--- config.mk ---
export PLATFORM = sky130hd
export DESIGN_NAME = map_scroll_ctrl
export DESIGN_NICKNAME = d
export VERILOG_FILES = /design/src/rtl/map_scroll_ctrl.sv
export SDC_FILE = /design/constraint.sdc
export NUM_CORES = 1
export LEC_CHECK = 0
export ABC_AREA = 1
export CORE_ASPECT_RATIO = 0.9
export CORE_MARGIN = 2
export CORE_UTILIZATION = 25
export DETAILED_ROUTE_END_ITERATION = 10
export GPL_TIMING_DRIVEN = 0
export SKIP_LAST_GASP = 1
export SYNTH_ARGS = -nofsm -noshare
export SYNTH_HDL_FRONTEND = slang
export SYNTH_SLANG_ARGS = --single-unit
--- constraint.sdc ---
create_clock -name clk -period 4 [get_ports clk]
set_clock_uncertainty 0.15 [all_clocks]
set_input_delay 0.8 -clock clk [delete_from_list [all_inputs] [get_ports clk]]
set_output_delay 0.8 -clock clk [all_outputs]
set_load 0.01 [all_outputs]
--- src/rtl/map_scroll_ctrl.sv ---
// Camera scroll controller: converts four level direction requests into
// per-axis scroll offsets that update once per frame on the leading vsync
// edge. Each axis ramps its speed up over several frames while the request
// is held, coasts down when released, and wraps toroidally at the map edges.

// One scroll axis: position register, speed ramp and its motion FSM.
// The position advances by the speed held before the update (old speed), so
// the first frame after a request moves zero pixels.
module map_scroll_axis #(
  parameter int MAP       = 320,
  parameter int PW        = 9,
  parameter int MAX_SPEED = 4,
  parameter int ACCEL_DIV = 4,
  parameter int SW        = 3,
  parameter int CW        = 2
) (
  input  logic          clk,
  input  logic          rst,
  input  logic          en_i,
  input  logic          req_pos_i,
  input  logic          req_neg_i,
  output logic [PW-1:0] pos_o,
  output logic [SW-1:0] speed_o,
  output logic [1:0]    state_o
);

  typedef enum logic [1:0] {
    AX_IDLE   = 2'd0,
    AX_ACCEL  = 2'd1,
    AX_CRUISE = 2'd2,
    AX_DECEL  = 2'd3
  } axis_state_e;

  localparam logic [PW:0]   MAP_EXT  = (PW+1)'(MAP);
  localparam logic [SW-1:0] SPD_MAX  = SW'(MAX_SPEED);
  localparam logic [SW-1:0] SPD_ONE  = SW'(1);
  localparam logic [CW-1:0] CNT_LAST = CW'(ACCEL_DIV - 1);

  axis_state_e   state_q, state_d;
  logic [SW-1:0] speed_q, speed_d;
  logic [CW-1:0] cnt_q, cnt_d;
  logic          dir_q, dir_d;   // 1: positive direction, 0: negative
  logic [PW-1:0] pos_q, pos_d;

  logic          req_valid;
  logic          same_dir;
  logic [SW-1:0] speed_inc;
  logic [SW-1:0] speed_dec;
  logic [PW:0]   pos_ext;
  logic [PW:0]   spd_ext;
  logic [PW:0]   pos_sum;
  logic [PW:0]   pos_next;

  // Request decode: exactly one of the pair gives a direction, both/neither is no request.
  assign req_valid = req_pos_i ^ req_neg_i;
  assign same_dir  = req_valid && (req_pos_i == dir_q);
  assign speed_inc = speed_q + SPD_ONE;
  assign speed_dec = speed_q - SPD_ONE;

  // Wrapped position step using the old speed, computed one bit wider than the position.
  always_comb begin
    pos_ext  = {1'b0, pos_q};
    spd_ext  = (PW+1)'(speed_q);
    pos_sum  = pos_ext + spd_ext;
    pos_next = pos_ext;
    if (dir_q) begin
      pos_next = (pos_sum >= MAP_EXT) ? (pos_sum - MAP_EXT) : pos_sum;
    end else begin
      pos_next = (pos_ext < spd_ext) ? (pos_ext + MAP_EXT - spd_ext)
                                     : (pos_ext - spd_ext);
    end
  end

  // Next-state logic: everything holds unless this is an unpaused frame tick.
  always_comb begin
    state_d = state_q;
    speed_d = speed_q;
    cnt_d   = cnt_q;
    dir_d   = dir_q;
    pos_d   = pos_q;
    if (en_i) begin
      pos_d = PW'(pos_next);
      case (state_q)
        AX_IDLE: begin
          if (req_valid) begin
            state_d = (SPD_ONE == SPD_MAX) ? AX_CRUISE : AX_ACCEL;
            dir_d   = req_pos_i;
            speed_d = SPD_ONE;
            cnt_d   = '0;
          end
        end
        AX_ACCEL: begin
          if (same_dir) begin
            if (cnt_q == CNT_LAST) begin
              speed_d = speed_inc;
              cnt_d   = '0;
              if (speed_inc == SPD_MAX) state_d = AX_CRUISE;
            end else begin
              cnt_d = cnt_q + CW'(1);
            end
          end else begin
            speed_d = speed_dec;
            state_d = (speed_q == SPD_ONE) ? AX_IDLE : AX_DECEL;
          end
        end
        AX_CRUISE: begin
          if (!same_dir) begin
            speed_d = speed_dec;
            state_d = (speed_q == SPD_ONE) ? AX_IDLE : AX_DECEL;
          end
        end
        AX_DECEL: begin
          if (same_dir) begin
            state_d = AX_ACCEL;
            cnt_d   = '0;
          end else begin
            speed_d = speed_dec;
            state_d = (speed_q == SPD_ONE) ? AX_IDLE : AX_DECEL;
          end
        end
        default: begin
          state_d = AX_IDLE;
          speed_d = '0;
          cnt_d   = '0;
        end
      endcase
    end
  end

  // Axis state register.
  always_ff @(posedge clk or negedge rst) begin
    if (!rst) begin
      state_q <= AX_IDLE;
      speed_q <= '0;
      cnt_q   <= '0;
      dir_q   <= 1'b1;
      pos_q   <= '0;
    end else begin
      state_q <= state_d;
      speed_q <= speed_d;
      cnt_q   <= cnt_d;
      dir_q   <= dir_d;
      pos_q   <= pos_d;
    end
  end

  assign pos_o   = pos_q;
  assign speed_o = speed_q;
  assign state_o = state_q;

endmodule

// Top level: frame tick generation from vsync plus two independent axes.
module map_scroll_ctrl #(
  parameter int   MAP_W     = 320,
  parameter int   MAP_H     = 240,
  parameter int   XW        = 9,
  parameter int   YW        = 8,
  parameter int   MAX_SPEED = 4,
  parameter int   ACCEL_DIV = 4,
  parameter logic VSYNC_ACT = 1'b0
) (
  input  logic                               clk,
  input  logic                               rst,
  input  logic                               vsync,
  input  logic                               pause,
  input  logic                               mv_up,
  input  logic                               mv_down,
  input  logic                               mv_left,
  input  logic                               mv_right,
  output logic [XW-1:0]                      scroll_x,
  output logic [YW-1:0]                      scroll_y,
  output logic                               frame_tick,
  output logic                               moving,
  output logic [1:0]                         dbg_state_x_o,
  output logic [1:0]                         dbg_state_y_o,
  output logic [$clog2(MAX_SPEED+1)-1:0]     dbg_speed_x_o,
  output logic [$clog2(MAX_SPEED+1)-1:0]     dbg_speed_y_o
);

  localparam int SW = $clog2(MAX_SPEED + 1);
  localparam int CW = (ACCEL_DIV > 1) ? $clog2(ACCEL_DIV) : 1;

  logic          vs_q;
  logic          armed_q;       // set once vsync has been seen inactive after reset
  logic          frame_tick_q;
  logic          tick;
  logic          axis_en;
  logic [SW-1:0] speed_x;
  logic [SW-1:0] speed_y;

  // Leading edge of vsync; armed_q blocks a tick when reset is released mid-pulse.
  assign tick    = armed_q && (vsync == VSYNC_ACT) && (vs_q != VSYNC_ACT);
  assign axis_en = tick && !pause;

  // vsync history, arming flag and the registered frame tick.
  always_ff @(posedge clk or negedge rst) begin
    if (!rst) begin
      vs_q         <= ~VSYNC_ACT;
      armed_q      <= 1'b0;
      frame_tick_q <= 1'b0;
    end else begin
      vs_q         <= vsync;
      armed_q      <= armed_q | (vsync != VSYNC_ACT);
      frame_tick_q <= tick;
    end
  end

  map_scroll_axis #(
    .MAP(MAP_W), .PW(XW), .MAX_SPEED(MAX_SPEED), .ACCEL_DIV(ACCEL_DIV),
    .SW(SW), .CW(CW)
  ) u_axis_x (
    .clk       (clk),
    .rst       (rst),
    .en_i      (axis_en),
    .req_pos_i (mv_right),
    .req_neg_i (mv_left),
    .pos_o     (scroll_x),
    .speed_o   (speed_x),
    .state_o   (dbg_state_x_o)
  );

  map_scroll_axis #(
    .MAP(MAP_H), .PW(YW), .MAX_SPEED(MAX_SPEED), .ACCEL_DIV(ACCEL_DIV),
    .SW(SW), .CW(CW)
  ) u_axis_y (
    .clk       (clk),
    .rst       (rst),
    .en_i      (axis_en),
    .req_pos_i (mv_down),
    .req_neg_i (mv_up),
    .pos_o     (scroll_y),
    .speed_o   (speed_y),
    .state_o   (dbg_state_y_o)
  );

  // Speeds only change on the tick edge, so this is stable between frames.
  assign moving        = (speed_x != '0) || (speed_y != '0);
  assign frame_tick    = frame_tick_q;
  assign dbg_speed_x_o = speed_x;
  assign dbg_speed_y_o = speed_y;

endmodule

Word level (Yosys, flattened, before mapping) --
Index checks and enable logic that the tools add are counted. Widths: inputs -> output; s select.
Cells by class: bitwise operators 4, $mul 0, equal/unequal tests 28, $lt $le $gt $ge 4, divide/modulo/power cells 0, shift operators 0, reduce and logical (&&, ||, !) cells 23, multiplexer cells 42, add/subtract/negate cells 16
Operator list (number):
- $mux 2 | 22
- $mux 9 | 3
- $mux 3 | 8
- $mux 8 | 3
- $reduce_and 5->1 | 4
- $pmux 3 s3 | 2
- $sub 9x3->9 | 2
- $pmux 2 s4 | 2
- $sub 8x3->8 | 2
- $eq 2x2->1 const B | 6
- $ne 2x1->1 const B | 6
- $ne 3x3->1 const B | 4
- $pmux 2 s3 | 2
- $reduce_bool 3->1 | 4
- $add 9x3->10 | 1
- $ge 10x9->1 const B | 1
- $add 8x3->9 | 1
- $add 9x9->9 const B | 1
- $ge 9x8->1 const B | 1
- $lt 9x3->1 | 1
- $sub 9x9->9 const B | 1
- $add 8x8->8 const B | 1
- $lt 8x3->1 | 1
- $ne 2x2->1 const B | 4
- other kinds (18) | 34
Word-level totals: bits in writable memories 0, logic and storage cells 130, latch bits 0, ROM bits 0, register bits 36, memories 0

Logic depth before layout (Yosys ltp) --
Gate-level depths: netlist of run 1.
word-level depth 6, depth in mapped cells 18, gate-level depth less buffers 18

Hierarchy --
From an unflattened synthesis of run 1, not the netlist that was laid out.
Unflattened totals: cells, all modules 553, area, all modules 4027.6 sq um
By module, submodules not included:
- map_scroll_axis at u_axis_x | cells each 291, times used 1, area an instance 2099.5 sq um, sequential area each 426.7 sq um
- map_scroll_axis at u_axis_y | cells each 251, times used 1, area an instance 1816.7 sq um, sequential area each 401.6 sq um
- map_scroll_ctrl | cells each 11, times used 1, area an instance 111.4 sq um, sequential area each 76.3 sq um

Worst setup path after synthesis of run 1 --
Ideal clock, no wire load.
kind flip-flop to flip-flop, start point reg u_axis_x.speed_q[2] (netlist: u_axis_x.speed_o[2]), end point reg u_axis_x.pos_q[6] (netlist: u_axis_x.pos_o[6]), path slack 1.222 ns, clock period less this slack 2.778 ns, arrival 2.506 ns, required time 3.728 ns, library setup time 0.122 ns, stages on the path, launching flop included 19, path through dfrtp_1 -> inv_1 -> ha_1 -> nor2_1 -> nand2_1 -> nand2_1 -> nand2_1 -> nor2_1 -> xor2_1 -> ha_1 -> nand3b_1 -> nor2_1 -> nand3_1 -> nor2_1 -> nand2_1 -> nand2_1 -> nand3_1 -> nand3_1 -> a21oi_1
On the way: longest elaborated chain between the ends 4, elaborated cells on any way between the ends 9, those cells by class add/sub (4); order compare (2); mux (3)
Ends and longest elaborated chain:
- from (decl) | line 40 | logic [SW-1:0] speed_q, speed_d;
- from (signal assigned) | line 140 | speed_q <= speed_d;
- $add 9x3->10 | line 64 | pos_sum = pos_ext + spd_ext;
- $sub 9x9->9 / $ge 10x9->1 (equally long branches) | line 67 | pos_next = (pos_sum >= MAP_EXT) ? (pos_sum - MAP_EXT) : pos_sum;
- $mux 9 | line 67
- $mux 9 (*) | line 66 | if (dir_q) begin
- to (signal assigned) | line 143 | pos_q <= pos_d;
- to (decl) | line 43 | logic [PW-1:0] pos_q, pos_d;
Every way passes the cells marked *; elsewhere a longest branch is shown, timed or not. A chain may end at the register's enable or synchronous reset.

Worst setup path after layout of run 1 --
start point reg u_axis_x.speed_q[1] (netlist: u_axis_x.speed_o[1]), end point reg u_axis_x.pos_q[6] (netlist: u_axis_x.pos_o[6])
Same word-level chain as after synthesis.

==> impl_results.md, run 1 <==
- Status: complete, no violations
- RR Startpoint: u_axis_x.speed_o[1]
- Maximum VDD drop: 0.301 mV
- Most used cell, CP: nand2_1
- Total power: 3.99 mW
- Register area share after synthesis: 23.3%
- Die Span Y: 122 µm
- Iteration-0 DRC Markers: 229
- Dpl ws: 0.688 ns
- Die Span X: 135 µm
- Final Hold Viols: 0
- Max Cap Viol: 0
- Vias in the first global route: 3386
- CTS tree: done
- Routed Antenna Nets: 0
- Hold-fix buffers, CTS: 0
- Syn avg cell area: 7.17 µm²
- Initial core utilization: 25.3%
- Layout cells sized above 1: 8.70%
- Synthesized flop and latch total: 36
- Synth Net Count: 606
- Cells after Synth: 542
- Setup CP Type: reg2reg
- PortBufs: 36
- CTS Root Cell: clkbuf_16
- Final setup violation count: 0
- CP Launch Point: u_axis_x.speed_o[1]
- RSZ-0062 raised after global routing: no
- Top cell type's share of synthesized area: 21.3%
- Max Clk Rate: 0.300 GHz
- R2r setup slk: 0.66 ns
- Hold_sp: armed_q
- Min-delay worst type: reg2reg
- WL final: 9540 µm
- Post-CTS sizing: 0
- Core area: 15300 µm²
- Most Crowded Layer GR: met2
- Min cycle time layout: 3.34 ns
- Final Instance Area: 4640 µm²
- Antenna cells: 0
- Main synth FF type: dfrtp_1
- CTS Sinks: 36
- Pleak: 2.25 nW
- Crit-path slowest cell: dfrtp_1
- Num ports: 37
- Asr flop ratio synth: 100%
- Via count: 3509
- Post-CTS Setup Bufs: 0
- CP max FO: 7
- DRC viols: 0
- Relative slew margins: 44.3%
- Cell taking the most area after synthesis: dfrtp_1
- Nets: 649
- DP Area: 4490 µm²
- Unique masters post-synth: 44
- H-tree levels: 2
- All-Layer GR Usage: 12.2%
- CP required: 4.02 ns
- Setup_tns: 0 ns
- Reg clk slew, reported paths: 0.06 ns
- Clock Tree Buf Depth: 2
- Wire per inst: 12.1 µm
- Row count: 43
- Post-synth design cell area: 3880 µm²
- Max-slew violation count: 0
- Critical Path Max Stage Delay: 0.55 ns
- FF-to-FF path depth: 18
- Slew @ Worst Pin: 0.836 ns
- RePlAce Congestion: 0.802
- Commonest non-fill, non-tap cell in the layout: nand2_1
- Crit end category: flip-flop
- Synthesis Warnings: 0
- Clock buffer count from CTS: 5
- Setup ws final: 0.663 ns
- Final period utilization: 83.4%
- Most frequent cells in the layout: nand2_1, inv_1, nand3_1, ha_1, nor2_1
- First-pass GRT wire length: 16300 µm
- Met1 Track Usage GR: 17.1%
- Die ar.: 16600 µm²
- Reg-to-reg critical path endpoint: u_axis_x.pos_o[6]
- DP HPWL: 7640 µm
- Crit-path cells: inv_1, ha_1, nor2_1, nand2_1, nand2_1, nand2_1, nor2_1, xor2_1, ha_1, nand3b_1, nor2_1, nand3_1, nor2_1, nand2_1, nand2_1, nand3_1, nand3_1, a21oi_1
- Clock Latency Late Sink: 0.29 ns
- Ranking of synthesized cells by area: dfrtp_1, ha_1, nand2_1, inv_1, nand3_1
- Grt total ovfl: 0
- Startpoint type of the worst setup path: flip-flop
- CP arrival: 3.36 ns
- Vias per inst: 4.45
- Antenna violations before repair: 0
- Met3 GRT Util: 2.77%
- Post-synth EDFFs: 0
- Drt pass-1 iters: 5
- Power Dens Cells: 861 nW/µm²
- Met2 usage: 19.4%
- Setup crit end: u_axis_x.pos_o[6]
- Largest net degree at the start of global routing: 37
- Area Overhead vs Synth: 19.4%
-- worst max-delay path: cells and delay by family, from the launching register on --
family	cells	cell delay [ns]
and+or+nand+nor	13	1.43
adders and majority gates	2	0.58
DFF	1	0.55
xor gates and xnor gates	1	0.26
buffers and inverters	1	0.20
AOI/OAI and AO/OA	1	0.06
-- Yosys cell counts (4+ instances only) --
library cell and number:
nand3_1 48, o21ai_1 5, nand2_2 5, fa_1 8, inv_1 81, nand3_2 5
dfrtp_1 33, o21ai_0 29, nand3b_1 4, nor2_1 46, xnor2_1 7, inv_2 7
a21oi_1 24, nand2_1 111, xor2_1 11, nand4_1 13, ha_1 48, o211ai_1 7
a31oi_1 7
-- sequential cells by signal, summed over array words and instances, names as in the netlist --
signal            cells
u_axis_y.state_o      2
u_axis_y.speed_o      3
u_axis_x.dir_q        1
u_axis_y.dir_q        1
u_axis_x.speed_o      3
u_axis_x.cnt_q        2
vs_q                  1
u_axis_x.pos_o        9
u_axis_y.pos_o        8
u_axis_x.state_o      2
armed_q               1
frame_tick            1
u_axis_y.cnt_q        2
-- power breakdown --
group	leakage [nW]	internal [mW]	switching, mW
clock	0.0736	0.230	0.167
sequential	0.418	0.522	0.279
combinational	1.76	1.16	1.64
-- layout make-up --
type / instances / area [µm²]
Clock buffer: 5 / 125
Clock inverter: 3 / 18.8
Tap cell: 202 / 253
Multi-Input combinational cell: 410 / 2600
Inverter: 89 / 334
Sequential cell: 36 / 905
Fill cell: 1657 / 10700
Buffer: 7 / 43.8
Timing Repair Buffer: 36 / 355
-- logic make-up after synthesis --
kind of cell,Yosys count,share of synthesized area (%)
AND/OR/NAND/NOR,245,29.3
XOR/XNOR,19,4.48
AO/OA/AOI/OAI,90,13.7
adder cells (fa/ha/maj),56,19.6
flip-flops,36,23.3
buffers and inverters,96,9.73
-- stage by stage --
step	instances	hold WS, ns	utilization (%)
2_1_floorplan	542	0.287	-
3_3_place_gp	780	0.307	29.3
3_5_place_dp	780	0.305	29.3
4_1_cts	788	0.330	30.2
5_1_grt	788	0.344	30.2
6_report	788	0.331	30.2
-- worst min path at each step --
stage / endpoint / slack [ns] / depth (start not counted)
after detailed placement: armed_q / 0.30 / 1
after floorplan: armed_q / 0.29 / 1
after CTS: armed_q / 0.33 / 1
final: armed_q / 0.33 / 1
after global placement: armed_q / 0.31 / 1
after global routing: armed_q / 0.34 / 1
-- per-layer routing --
metal,vias to the layer above,part of all wire [%]
met1,1571,51
met4,0,0.62
met5,-,0
met3,6,4.4
met2,63,44
li1,1869,-
(Power assumes the default switching activity.)
==> inputs of run 2 (changes only) <==
Clock period 4 ns to 2.85 ns, I/O delays scaled along.
==> impl_results.md, run 2 (synthesis gave the netlist of run 1 again) <==
- Status: complete, no violations (unchanged)
- Vias in the first global route: 3405 (was 3386)
- Grt total ovfl: 0 (unchanged)
- Setup CP Type: reg2reg (unchanged)
- Core area: 15300 µm² (unchanged)
- Min-delay worst type: in2async (was reg2reg)
- CTS Sinks: 36 (unchanged)
- Crit-path cells: ha_4, fa_2, nand3_4, a21oi_2, xor2_1, inv_1, ha_2, nand3b_1, nor2_1, nand3_1, nor2_2, nand2_1, nand2_1, nand3_1, nand3_1, a21oi_1 (was inv_1, ha_1, nor2_1, nand2_1, nand2_1, nand2_1, nor2_1, xor2_1, ha_1, nand3b_1, nor2_1, nand3_1, nor2_1, nand2_1, nand2_1, nand3_1, nand3_1, a21oi_1)
- CP Buf/Inv Count: 1 (unchanged)
- Power Dens Cells: 1250 nW/µm² (was 861 nW/µm²)
- Setup ws final: 0.0697 ns (was 0.663 ns)
- CP arrival: 2.80 ns (was 3.36 ns)
- Max-slew violation count: 0 (unchanged)
- Antenna violations before repair: 0 (unchanged)
- Cell-internal power: 3.09 mW (was 1.91 mW)
- Die Span Y: 122 µm (unchanged)
- Fin cells: 818 (was 788)
- Most frequent cells in the layout: nand2_1, inv_1, nand3_1, nor2_1, ha_1 (was nand2_1, inv_1, nand3_1, ha_1, nor2_1)
- Area Overhead vs Synth: 28.5% (was 19.4%)
- Most used cell, CP: nand3_1 (was nand2_1)
- CTS tree: done (unchanged)
- First-pass GRT wire length: 16400 µm (was 16300 µm)
- Layout cells sized above 1: 18.2% (was 8.70%)
- Placed cell count: 780 (unchanged)
- Iteration-0 DRC Markers: 230 (was 229)
- Final period utilization: 97.6% (was 83.4%)
- All-Layer GR Usage: 12.2% (about the same)
- DP Area: 4490 µm² (unchanged)
- H-tree levels: 2 (unchanged)
- Clock Tree Buf Depth: 2 (unchanged)
- Min cycle time layout: 2.78 ns (was 3.34 ns)
- Final Hold Viols: 0 (unchanged)
- P_sw: 3.14 mW (was 2.08 mW)
- Crit-path slowest cell: dfrtp_2 (was dfrtp_1)
- Largest delay share family, worst path: simple AND/OR/NAND/NOR gates (unchanged)
- Via count: 3653 (was 3509)
- Critical Path Max Stage Delay: 0.43 ns (was 0.55 ns)
- Post-layout util: 32.6% (was 30.2%)
- DP HPWL: 7640 µm (unchanged)
- Max Cap Viol: 0 (unchanged)
- Die ar.: 16600 µm² (unchanged)
- Combinational fraction of design power: 73.6% (was 70.0%)
- Crit end category: flip-flop (unchanged)
- Antenna cells: 0 (unchanged)
- Drt pass-1 iters: 5 (unchanged)
- CTS Root Cell: clkbuf_16 (unchanged)
- Maximum VDD drop: 0.425 mV (was 0.301 mV)
- WL final: 10000 µm (was 9540 µm)
- Num ports: 37 (unchanged)
- PortBufs: 36 (unchanged)
- Slew @ Worst Pin: 0.839 ns (was 0.836 ns)
- RSZ-0062 raised after global routing: yes (was no)
- Hold-fix buffers, CTS: 0 (unchanged)
- Vias per inst: 4.47 (was 4.45)
- Max Clk Rate: 0.360 GHz (was 0.300 GHz)
- Largest net degree at the start of global routing: 37 (unchanged)
- Initial core utilization: 25.3% (unchanged)
- Setup_tns: 0 ns (unchanged)
- Final setup violation count: 0 (unchanged)
- Commonest non-fill, non-tap cell in the layout: nand2_1 (unchanged)
- Register share of total power: 17.4% (was 20.1%)
- RePlAce Congestion: 0.802 (unchanged)
- Clock Latency Late Sink: 0.29 ns (about the same)
- Nets: 679 (was 649)
- Routed Antenna Nets: 0 (unchanged)
- CP required: 2.87 ns (was 4.02 ns)
- CP max FO: 3 (was 7)
- Sw Ratio: 50.3% (was 52.2%)
- Dpl ws: -0.462 ns (was 0.688 ns)
- Clock power frac: 9.0% (was 9.9%)
- Startpoint type of the worst setup path: flip-flop (unchanged)
- Relative slew margins: 44.1% (was 44.3%)
- Wire per inst: 12.3 µm (was 12.1 µm)
- Max reg flops: 9 (unchanged)
- Die Span X: 135 µm (unchanged)
- Clock buffer count from CTS: 5 (unchanged)
- Row count: 43 (unchanged)
- Final Instance Area: 4990 µm² (was 4640 µm²)
- Pleak: 2.39 nW (was 2.25 nW)
- Reg clk slew, reported paths: 0.06 ns (about the same)
- DRC viols: 0 (unchanged)
[run 2: changes by cell type in the layout (fill, tap and decap cells not counted), sizes merged]
cell / delta
buf: +30
[run 2: power groups by stage]
stage / clock network [mW] / logic (mW) / registers [mW]
final: 0.561 / 4.59 / 1.08
after global routing: 0.596 / 5.18 / 1.14
after CTS: 0.571 / 4.10 / 1.13
after detailed placement: 0 / 3.94 / 1.14
after global placement: 0 / 3.89 / 1.14
after floorplan: 0 / 2.81 / 1.11
[run 2: layout make-up]
type	count	area [µm²]
timing repair buffer	66	581
multi-input combinational	410	2710
clock buffer	5	125
clock inverter	3	18.8
buffer	7	43.8
tap	202	253
inverter	89	342
fill	1620	10300
sequential	36	917
[run 2: routing by layer]
layer	up-vias	part of all wire [%]	track usage (%)
li1	1926	-	-
met1	1655	50	17.1
met3	4	4.5	2.77
met5	-	0	0
met4	0	0.49	2.34
met2	68	45	19.6
[run 2: final timing paths]
check	end	startpoint	depth (start not counted)	slack [ns]
worst max register to register	u_axis_x.pos_o[6]	u_axis_x.speed_o[0]	16	0.07
worst min-delay path	u_axis_x.cnt_q[1]	rst	1	0.23
worst max-delay path	u_axis_x.pos_o[6]	u_axis_x.speed_o[0]	16	0.07
worst min register to register	armed_q	armed_q	1	0.33
min in group clk	armed_q	armed_q	1	0.33
max in group asynchronous	u_axis_x.speed_o[2]	rst	1	1.73
[run 2: stage by stage]
| step | hold slack [ns] | power (mW) |
|---|---|---|
| finish | 0.235 | 6.23 |
| floorplan | 0.124 | 3.92 |
| global placement | 0.307 | 5.04 |
| CTS | 0.273 | 5.80 |
| global route | 0.317 | 6.92 |
| detailed placement | 0.305 | 5.09 |
[run 2: timing repair]
action	4_1_cts	5_1_grt
setup endpoints to repair	6	5
buffers inserted	3	27
gates resized for setup	15	25
pin swaps	0	16
cloned	0	0
==> inputs of run 3 (changes only) <==
Settings changed: CELL_PAD_IN_SITES_DETAIL_PLACEMENT from default to 0, CELL_PAD_IN_SITES_GLOBAL_PLACEMENT from default to 1, PLACE_DENSITY_LB_ADDON from default to 0.1.
==> impl_results.md, run 3 (synthesis gave the netlist of run 1 again) <==
- Crit-path slowest cell: dfrtp_2 (unchanged)
- Max Clk Rate: 0.355 GHz (was 0.360 GHz)
- Clock power frac: 9.2% (was 9.0%)
- CTS tree: done (unchanged)
- Die ar.: 16600 µm² (unchanged)
- WL met3: 297 µm (was 449 µm)
- Initial core utilization: 25.3% (unchanged)
- Wire per inst: 13.8 µm (was 12.3 µm)
- Final Instance Area: 5030 µm² (was 4990 µm²)
- Final Hold Viols: 0 (unchanged)
- Largest delay share family, worst path: simple AND/OR/NAND/NOR gates (unchanged)
- Antenna violations before repair: 0 (unchanged)
- P_sw: 3.19 mW (was 3.14 mW)
- Power Dens Cells: 1250 nW/µm² (about the same)
- Num ports: 37 (unchanged)
- Die Span X: 135 µm (unchanged)
- Largest net degree at the start of global routing: 35 (was 37)
- Slew @ Worst Pin: 0.627 ns (was 0.839 ns)
- Antenna cells: 0 (unchanged)
- Die Span Y: 122 µm (unchanged)
- Final setup violation count: 0 (unchanged)
- Iteration-0 DRC Markers: 151 (was 230)
- Commonest non-fill, non-tap cell in the layout: nand2_1 (unchanged)
- Nets: 677 (was 679)
- CTS Sinks: 36 (unchanged)
- Fin cells: 816 (was 818)
- CP Buf/Inv Count: 1 (unchanged)
- Crit end category: flip-flop (unchanged)
- Startpoint type of the worst setup path: flip-flop (unchanged)
- Min cycle time layout: 2.82 ns (was 2.78 ns)
- Register share of total power: 17.3% (was 17.4%)
- Maximum VDD drop: 0.313 mV (was 0.425 mV)
- WL final: 11300 µm (was 10000 µm)
- Area Overhead vs Synth: 29.4% (was 28.5%)
- Core area: 15300 µm² (unchanged)
- Total power: 6.28 mW (was 6.23 mW)
- Highest routed layer: met4 (unchanged)
- Layout cells sized above 1: 18.9% (was 18.2%)
- Drt pass-1 iters: 4 (was 5)
- Post-layout util: 32.8% (was 32.6%)
- PortBufs: 36 (unchanged)
- Clock buffer count from CTS: 5 (unchanged)
- Relative slew margins: 58.2% (was 44.1%)
- Placed cell count: 781 (was 780)
- Max Cap Viol: 0 (unchanged)
- Max-slew violation count: 0 (unchanged)
- Crit-path cells: ha_4, fa_2, nand3_4, a21oi_2, xor2_1, inv_1, ha_2, nand3b_1, nor2_1, nand3_1, nor2_2, nand2_1, nand2_2, nand3b_1, nand3_2, a21oi_2 (was ha_4, fa_2, nand3_4, a21oi_2, xor2_1, inv_1, ha_2, nand3b_1, nor2_1, nand3_1, nor2_2, nand2_1, nand2_1, nand3_1, nand3_1, a21oi_1)
- CTS Root Cell: clkbuf_16 (unchanged)
- Clock Tree Buf Depth: 2 (unchanged)
- M1 wire length: 5840 µm (was 5000 µm)
- DP HPWL: 8760 µm (was 7640 µm)
- Final period utilization: 98.9% (was 97.6%)
- Wire length on met2: 5100 µm (was 4550 µm)
- All-Layer GR Usage: 14.1% (was 12.2%)
- Max reg flops: 9 (unchanged)
- First-pass GRT wire length: 18800 µm (was 16400 µm)
- Critical Path Max Stage Delay: 0.43 ns (about the same)
- CP required: 2.87 ns (about the same)
- Setup CP Type: reg2reg (unchanged)
- Most frequent cells in the layout: nand2_1, inv_1, nand3_1, nor2_1, ha_1 (unchanged)
- Dpl ws: -0.642 ns (was -0.462 ns)
- Grt total ovfl: 0 (unchanged)
- DRC viols: 0 (unchanged)
- Combinational fraction of design power: 73.5% (was 73.6%)
- Sw Ratio: 50.8% (was 50.3%)
- DP Area: 4510 µm² (was 4490 µm²)
- RePlAce Congestion: 0.767 (was 0.802)
- RSZ-0062 raised after global routing: yes (unchanged)
- H-tree levels: 2 (unchanged)
- Pleak: 2.39 nW (about the same)
- CP max FO: 3 (unchanged)
- Via count: 3664 (was 3653)
- Routed Antenna Nets: 0 (unchanged)
- Vias in the first global route: 3604 (was 3405)
- Setup ws final: 0.0321 ns (was 0.0697 ns)
- Min-delay worst type: reg2reg (was in2async)
- Clock Latency Late Sink: 0.28 ns (was 0.29 ns)
- CP arrival: 2.84 ns (was 2.80 ns)
- Vias per inst: 4.49 (was 4.47)
- Status: complete, no violations (unchanged)
- Cell-internal power: 3.09 mW (about the same)
- Reg clk slew, reported paths: 0.06 ns (about the same)
- Row count: 43 (unchanged)
## run 3: changes by cell type in the layout (fill, tap and decap cells not counted), moves of 2 or more
cell / delta
nand3_2: +4
clkinv_2: -2
a21oi_1: -2
a21oi_2: +2
buf_4: -4
inv_2: +2
nand3_1: -4
## run 3: cell type report
type / instances / area [µm²]
clock inverters: 1 / 7.51
flip-flops and latches: 36 / 917
plain buffers: 7 / 43.8
multi-input cells: 410 / 2740
repair buffers: 64 / 581
inverters: 89 / 339
well taps: 202 / 253
clock buffers: 7 / 143
fillers: 1693 / 10300
## run 3: worst paths after layout
kind                                      from  slack, ns  depth (start not counted)                end
setup / recovery           u_axis_x.speed_o[0]       0.03                         16  u_axis_x.pos_o[7]
hold / removal                         armed_q       0.32                          1            armed_q
setup reg to reg           u_axis_x.speed_o[0]       0.03                         16  u_axis_x.pos_o[7]
hold reg to reg                        armed_q       0.32                          1            armed_q
max in group asynchronous                  rst       1.61                          3     u_axis_y.dir_q
min in group asynchronous                  rst       0.47                          2  u_axis_y.pos_o[6]
## run 3: through the flow
step | hold WS [ns] | setup TNS, ns
floorplan | 0.124 | 0
global placement | 0.304 | -3.42
detailed placement | 0.233 | -1.76
CTS | 0.318 | -0.00523
global route | 0.324 | -0.199
finish | 0.317 | 0
## run 3: repair_timing
action	4_1_cts	5_1_grt
endpoints found under the setup margin	6	5
resized for setup	18	29
hold buffers	1	0
hold endpoints to repair	2	0
setup buffers	6	20
gates cloned	0	0
pin swaps	1	14
## run 3: per-layer routing
metal  GRT usage (%)  vias to the layer above
met5               0                        -
met4            1.56                        0
met3            2.19                        4
met2            22.9                       41
met1            20.6                     1705
li1                -                     1914
## run 3: power by group through the flow
stage	Combinational, mW	Sequential, mW	Clock (mW)
after floorplan	2.81	1.11	0
after global placement	4.03	1.16	0
after detailed placement	4.05	1.17	0
after CTS	4.29	1.13	0.598
after global routing	5.30	1.14	0.614
final	4.61	1.09	0.580
